**src/rtl/dec_num_parser_pkg.sv**
```systemverilog
// dec_num_parser_pkg
//   Shared definitions for the streaming decimal-number parser: FSM state
//   encoding, ASCII character constants, and the saturating digit-count helper.
package dec_num_parser_pkg;

  // FSM state encoding
  localparam logic [1:0] ST_IDLE = 2'd0;  // no number in progress
  localparam logic [1:0] ST_SIGN = 2'd1;  // lone '-' seen
  localparam logic [1:0] ST_NUM  = 2'd2;  // at least one digit seen
  localparam logic [1:0] ST_EMIT = 2'd3;  // result held for the consumer

  typedef enum logic [1:0] {
    S_IDLE = ST_IDLE,
    S_SIGN = ST_SIGN,
    S_NUM  = ST_NUM,
    S_EMIT = ST_EMIT
  } state_t;

  // ASCII constants
  localparam logic [7:0] CH_0     = 8'h30;  // "0"
  localparam logic [7:0] CH_9     = 8'h39;  // "9"
  localparam logic [7:0] CH_MINUS = 8'h2D;  // "-"

  // Digit counter ceiling
  localparam logic [7:0] NDIG_MAX = 8'd255;

  // Increment a digit count, holding at NDIG_MAX
  function automatic logic [7:0] ndig_inc(input logic [7:0] n);
    if (n == NDIG_MAX) begin
      return n;
    end else begin
      return n + 8'd1;
    end
  endfunction

endpackage

```
**src/rtl/dec_num_parser_char_class.sv**
```systemverilog
// char_class
//   Combinational ASCII character classifier for the decimal-number parser.
// Ports:
//   in_char  - ASCII character under test
//   is_digit - in_char is "0".."9"
//   is_minus - in_char is "-"
//   digit    - numeric value of in_char (meaningful only when is_digit)
module char_class
  import dec_num_parser_pkg::*;
(
  input  logic [7:0] in_char,
  output logic       is_digit,
  output logic       is_minus,
  output logic [3:0] digit
);

  assign is_digit = (in_char >= CH_0) && (in_char <= CH_9);
  assign is_minus = (in_char == CH_MINUS);
  // "0" is 8'h30, so for digit characters the low nibble already equals
  // in_char - "0"; no subtractor is needed.
  assign digit    = in_char[3:0];

endmodule

```
**src/rtl/dec_num_parser.sv**
```systemverilog
// dec_num_parser
//   Streaming ASCII decimal-number parser. Accepts one character per cycle,
//   accumulates a run of decimal digits (optionally preceded by '-') into a
//   WIDTH-bit integer and presents the finished number when a non-digit
//   terminator arrives. The result is held until the consumer accepts it.
// Parameters:
//   WIDTH  - result width in bits (>= 4)
//   SIGNED - 1: one leading '-' is accepted and the result is negated
// Ports:
//   clk, reset          - clock, synchronous active-high reset
//   in_valid / in_ready - character handshake, in_char is the ASCII byte
//   out_valid/out_ready - result handshake
//   out_value           - parsed value (two's complement when negative)
//   out_ndig            - number of digits consumed, saturating at 255
//   out_ovf             - magnitude did not fit in WIDTH bits
module dec_num_parser
  import dec_num_parser_pkg::*;
#(
  parameter int WIDTH  = 32,
  parameter bit SIGNED = 1'b1
) (
  input  logic             clk,
  input  logic             reset,
  input  logic             in_valid,
  input  logic [7:0]       in_char,
  output logic             in_ready,
  output logic             out_valid,
  input  logic             out_ready,
  output logic [WIDTH-1:0] out_value,
  output logic [7:0]       out_ndig,
  output logic             out_ovf
);

  localparam logic [WIDTH+3:0] TEN_W4 = (WIDTH+4)'(10);

  // Registered state
  state_t           state_r;
  logic [WIDTH-1:0] acc_r;
  logic [7:0]       ndig_r;
  logic             neg_r;
  logic             ovf_r;
  logic             out_valid_r;
  logic [WIDTH-1:0] out_value_r;
  logic [7:0]       out_ndig_r;
  logic             out_ovf_r;

  // Next-state values
  state_t           state_n;
  logic [WIDTH-1:0] acc_n;
  logic [7:0]       ndig_n;
  logic             neg_n;
  logic             ovf_n;
  logic             out_valid_n;
  logic [WIDTH-1:0] out_value_n;
  logic [7:0]       out_ndig_n;
  logic             out_ovf_n;

  // Character classification and datapath helpers
  logic             is_digit_s;
  logic             is_minus_s;
  logic [3:0]       digit_s;
  logic             minus_ok_s;
  logic             accept_s;
  logic [WIDTH+3:0] mac_s;
  logic [WIDTH-1:0] neg_acc_s;

  char_class u_char_class (
    .in_char  (in_char),
    .is_digit (is_digit_s),
    .is_minus (is_minus_s),
    .digit    (digit_s)
  );

  // '-' only has meaning as a sign when the parser is built signed
  assign minus_ok_s = is_minus_s && (SIGNED != 1'b0);

  assign in_ready = (state_r != S_EMIT);
  assign accept_s = in_valid && (state_r != S_EMIT);

  // acc*10 + digit never exceeds 10*2^WIDTH, so four guard bits catch every
  // overflow; any set guard bit means the exact value is >= 2^WIDTH.
  assign mac_s     = ({4'b0000, acc_r} * TEN_W4) + (WIDTH+4)'(digit_s);
  assign neg_acc_s = (~acc_r) + WIDTH'(1);

  // Next-state, accumulator and output-register computation
  always_comb begin
    state_n     = state_r;
    acc_n       = acc_r;
    ndig_n      = ndig_r;
    neg_n       = neg_r;
    ovf_n       = ovf_r;
    out_valid_n = out_valid_r;
    out_value_n = out_value_r;
    out_ndig_n  = out_ndig_r;
    out_ovf_n   = out_ovf_r;

    case (state_r)
      S_IDLE: begin
        if (accept_s && is_digit_s) begin
          state_n = S_NUM;
          acc_n   = WIDTH'(digit_s);
          ndig_n  = 8'd1;
          neg_n   = 1'b0;
          ovf_n   = 1'b0;
        end else if (accept_s && minus_ok_s) begin
          state_n = S_SIGN;
          neg_n   = 1'b1;
        end else begin
          // other characters are discarded
          state_n = S_IDLE;
        end
      end

      S_SIGN: begin
        if (accept_s && is_digit_s) begin
          state_n = S_NUM;
          acc_n   = WIDTH'(digit_s);
          ndig_n  = 8'd1;
          ovf_n   = 1'b0;
        end else if (accept_s && minus_ok_s) begin
          state_n = S_SIGN;
        end else if (accept_s) begin
          // sign without digits: abandon silently
          state_n = S_IDLE;
          neg_n   = 1'b0;
        end else begin
          state_n = S_SIGN;
        end
      end

      S_NUM: begin
        if (accept_s && is_digit_s) begin
          acc_n  = mac_s[WIDTH-1:0];
          ndig_n = ndig_inc(ndig_r);
          ovf_n  = ovf_r || (mac_s[WIDTH+3:WIDTH] != 4'b0000);
        end else if (accept_s) begin
          // terminator is consumed here and latched into the output registers
          state_n     = S_EMIT;
          out_valid_n = 1'b1;
          out_value_n = neg_r ? neg_acc_s : acc_r;
          out_ndig_n  = ndig_r;
          out_ovf_n   = ovf_r;
        end else begin
          state_n = S_NUM;
        end
      end

      S_EMIT: begin
        if (out_ready) begin
          state_n     = S_IDLE;
          out_valid_n = 1'b0;
          neg_n       = 1'b0;
        end else begin
          state_n = S_EMIT;
        end
      end

      default: begin
        state_n     = S_IDLE;
        out_valid_n = 1'b0;
      end
    endcase
  end

  // State, accumulator and output registers with synchronous reset
  always_ff @(posedge clk) begin
    if (reset) begin
      state_r     <= S_IDLE;
      acc_r       <= '0;
      ndig_r      <= 8'd0;
      neg_r       <= 1'b0;
      ovf_r       <= 1'b0;
      out_valid_r <= 1'b0;
      out_value_r <= '0;
      out_ndig_r  <= 8'd0;
      out_ovf_r   <= 1'b0;
    end else begin
      state_r     <= state_n;
      acc_r       <= acc_n;
      ndig_r      <= ndig_n;
      neg_r       <= neg_n;
      ovf_r       <= ovf_n;
      out_valid_r <= out_valid_n;
      out_value_r <= out_value_n;
      out_ndig_r  <= out_ndig_n;
      out_ovf_r   <= out_ovf_n;
    end
  end

  assign out_valid = out_valid_r;
  assign out_value = out_value_r;
  assign out_ndig  = out_ndig_r;
  assign out_ovf   = out_ovf_r;

endmodule

```
**config.mk**
```make
export PLATFORM = sky130hd
export DESIGN_NAME = dec_num_parser
export DESIGN_NICKNAME = d
export VERILOG_FILES = /design/src/rtl/dec_num_parser_pkg.sv /design/src/rtl/dec_num_parser_char_class.sv /design/src/rtl/dec_num_parser.sv
export SDC_FILE = /design/constraint.sdc
export NUM_CORES = 1
export LEC_CHECK = 0
export ABC_AREA = 1
export CAP_MARGIN = 10
export CORE_MARGIN = 4
export CORE_UTILIZATION = 45
export DETAILED_ROUTE_END_ITERATION = 10
export PLACE_DENSITY = 0.69
export SLEW_MARGIN = 20
export SYNTH_ARGS = -nofsm -noshare
export SYNTH_HDL_FRONTEND = slang
export SYNTH_SLANG_ARGS = --single-unit
export TNS_END_PERCENT = 20
```
**constraint.sdc**
```tcl
create_clock -name clk -period 4.3 [get_ports clk]
set_input_delay 0.645 -clock clk [delete_from_list [all_inputs] [get_ports clk]]
set_output_delay 0.645 -clock clk [all_outputs]
set_load 0.01 [all_outputs]
```
==> load_flow_metrics.sql <==
INSERT INTO impl_metrics (metric_group, metric, value, unit) VALUES
('yosys', 'number_of_synthesized_flops_with_an_enable_pin', '0', ''),
('critical_path', 'critPathCaptureType', 'register', ''),
('worst_hold_path', 'min-delay-path-class', 'register to register', ''),
('cells_and_area', 'post_route_cells_drive_above_1_share', '0.0802', ''),
('clocking', 'cts_inserted_buffers', '9', ''),
('job', 'cap_viol_max_count', '0', ''),
('yosys', 'synthTopCellsByCount', 'nand2_1 (380), inv_1 (181), nor2_1 (136), dfxtp_1 (86), nand3_1 (80)', ''),
('place', 'post-dp-hpwl', '18.0', 'mm'),
('yosys', 'synthesis.instances', '1295', ''),
('clocking', 'cts.hold.buffers_added', '0', ''),
('yosys', 'most_repeated_cell_in_the_gate_level_netlist_after_synthesis', 'nand2_1', ''),
('detailed_routing', 'via_count', '8109', ''),
('detailed_routing', 'route.detailed.vias_per_inst', '5.16', ''),
('floorplan', 'fp.coreArea', '17200', 'um2'),
('detailed_routing', 'detail-route-antenna-nets', '0', ''),
('clocking', 'clock_latency', '0.34', 'ns'),
('global_route', 'antenna_found_initial', '0', ''),
('critical_path', 'critical-path-max-stage-delay', '0.52', 'ns'),
('floorplan', 'core.rowCount', '48', ''),
('sta', 'tightest_slew', '0.701', 'ns'),
('run_status', 'status', 'finished clean', ''),
('critical_path', 'worstPathMaxFanout', '6', ''),
('detailed_routing', 'postRouteWirelength', '22.0', 'mm'),
('global_route', 'grt_max_degree', '42', ''),
('floorplan', 'floorplan.initialDensity', '0.457', ''),
('critical_path', 'cp_common_cell', 'nand2_1', ''),
('sta', 'holdWs', '0.471', 'ns'),
('global_route', 'total_track_usage', '0.224', ''),
('yosys', 'synthDistinctLibCells', '53', ''),
('detailed_routing', 'routed_wire_length_per_instance', '14.0', 'um'),
('floorplan', 'die_boundary_height', '140', 'um'),
('cells_and_area', 'fin_nets', '1420', ''),
('yosys', 'ys_dominant_reg_cell', 'dfxtp_1', ''),
('power', 'ir_worst_vdd', '0.149', 'mV'),
('global_route', 'first_global_vias', '7552', ''),
('cells_and_area', 'postLayoutCellArea', '8950', 'um2'),
('clocking', 'cts.sinks', '86', ''),
('clocking', 'postCtsSetupRepairBufs', '0', ''),
('detailed_routing', 'drt_pre_antenna_iters', '5', ''),
('clocking', 'tritoncts', 'built', ''),
('sta', 'fin_skew', '0.0126', 'ns'),
('power', 'pwr_density_cell', '189', 'nW/um2'),
('place', 'gpl.final_weighted_congestion', '0.889', ''),
('yosys', 'ys_seq_area_frac', '0.219', ''),
('critical_path', 'crit_slowest_cell', 'fa_1', ''),
('place', 'detailed_place.area', '8640', 'um2'),
('detailed_routing', 'remaining_drc_errors', '0', ''),
('clocking', 'ctsResizeCount', '0', ''),
('sta', 'setup-tns-final', '0', 'ns'),
('place', 'port-buffer-count', '54', ''),
('power', 'totalPowerFinal', '1.69', 'mW'),
('yosys', 'ys_async_sr_fraction', '0', ''),
('yosys', 'yosys_warnings', '0', ''),
('yosys', 'post_synthesis_instance_area', '7870', 'um2'),
('sta', 'layout_min_cycle_time', '3.50', 'ns'),
('yosys', 'number_of_nets_in_the_synthesized_netlist', '1374', ''),
('global_route', 'grt_remaining_overflow', '0', ''),
('floorplan', 'die_width', '140', 'um'),
('sta', 'slew_headroom', '0.529', ''),
('cells_and_area', 'fillCellCount', '1791', ''),
('floorplan', 'top_level_ports', '55', ''),
('sta', 'final_hold_vio_count', '0', ''),
('clocking', 'clock-root-buffer', 'clkbuf_16', ''),
('detailed_routing', 'initialDrtViolationCount', '428', ''),
('floorplan', 'dieArea', '19700', 'um2'),
('clocking', 'clk_pin_slew_worst_paths', '0.07', 'ns'),
('clocking', 'cts_buffer_depth', '2', ''),
('critical_path', 'path_class', 'register to register', ''),
('cells_and_area', 'antenna-diode-count', '0', ''),
('yosys', 'synth_area_leader_cell', 'dfxtp_1', ''),
('power', 'p_leak', '4.46', 'nW');
[metrics by stage]
stage | setup WS, ns | cells | util
floorplan | 1.30 | 1295 | -
global placement | 0.726 | 1555 | 0.501
detailed placement | 0.620 | 1555 | 0.501
CTS | 0.814 | 1571 | 0.519
global route | 0.474 | 1571 | 0.519
finish | 0.803 | 1571 | 0.519
[cells in the final DEF, fill, tap and decap left out, types with 3 or more instances in the layout]
master and n:
nand3b_1 8, and2_1 3, nor3b_1 3, inv_2 10, o221ai_1 6, a21oi_1 79
clkdlybuf4s50_1 54, o21ai_1 5, clkbuf_16 9, nand2_1 380, dfxtp_1 86, nor2_1 136
nor2_4 12, nor3_1 9, clkinv_1 5, or2_2 4, xor2_1 19, a31oi_1 6
xnor2_1 6, ha_1 65, nand3_1 80, nand3_2 10, nor2_2 12, inv_1 181
nand4_1 19, buf_4 7, nand2_2 24, o21ai_0 66, o211ai_1 5
[worst max-delay path: cells and delay by family (launching register included)]
kind | cells | cell delay (ns)
AND/OR/NAND/NOR | 15 | 1.50
AO/OA/AOI/OAI | 2 | 0.25
adder cells (fa/ha/maj) | 3 | 1.06
flip-flops | 1 | 0.45
buffers and inverters | 2 | 0.09
[state kept, by name, indices dropped and copies added (netlist names)]
signal	flops
neg_r	1
ovf_r	1
out_ndig	8
acc_r	32
out_valid	1
state_r	2
ndig_r	8
out_value	32
out_ovf	1
[logic make-up (layout without fill, tap and decap cells)]
kind of cell | count (synthesis) | in the layout | synth area share
AND/OR/NAND/NOR | 714 | 714 | 0.411
buffers and inverters | 222 | 273 | 0.107
AO/OA/AOI/OAI | 181 | 181 | 0.127
flip-flops | 86 | 86 | 0.219
adder cells (fa/ha/maj) | 67 | 67 | 0.108
XOR/XNOR | 25 | 25 | 0.0278
[worst paths after layout]
check | startpoint | end | slack, ns | depth (start not counted)
min | ndig_r[4] | out_ndig[4] | 0.47 | 2
max reg2reg | acc_r[3] | ovf_r | 0.80 | 22
max | acc_r[3] | ovf_r | 0.80 | 22
min reg2reg | ndig_r[4] | out_ndig[4] | 0.47 | 2
[final cells by class]
type | instances | area, um2 | area share
multi-input combinational | 987 | 5300 | 0.593
sequential | 86 | 1720 | 0.192
inverter | 196 | 736 | 0.0822
timing repair buffer | 61 | 593 | 0.0663
tap | 225 | 282 | 0.0315
clock buffer | 9 | 225 | 0.0252
clock inverter | 7 | 86.3 | 0.00965
[where the power goes]
part	switching, mW	total [mW]	internal [mW]
sequential	0.00415	0.806	0.801
clock	0.344	0.808	0.463
combinational	0.0464	0.0774	0.0310
[layer usage]
metal	up-vias	GRT usage	wire, um
met4	0	0.0750	710
met5	-	0	0
met1	3652	0.282	10300
met2	165	0.394	10300
met3	38	0.0314	776
li1	4254	-	-
(Power assumes the default switching activity.)
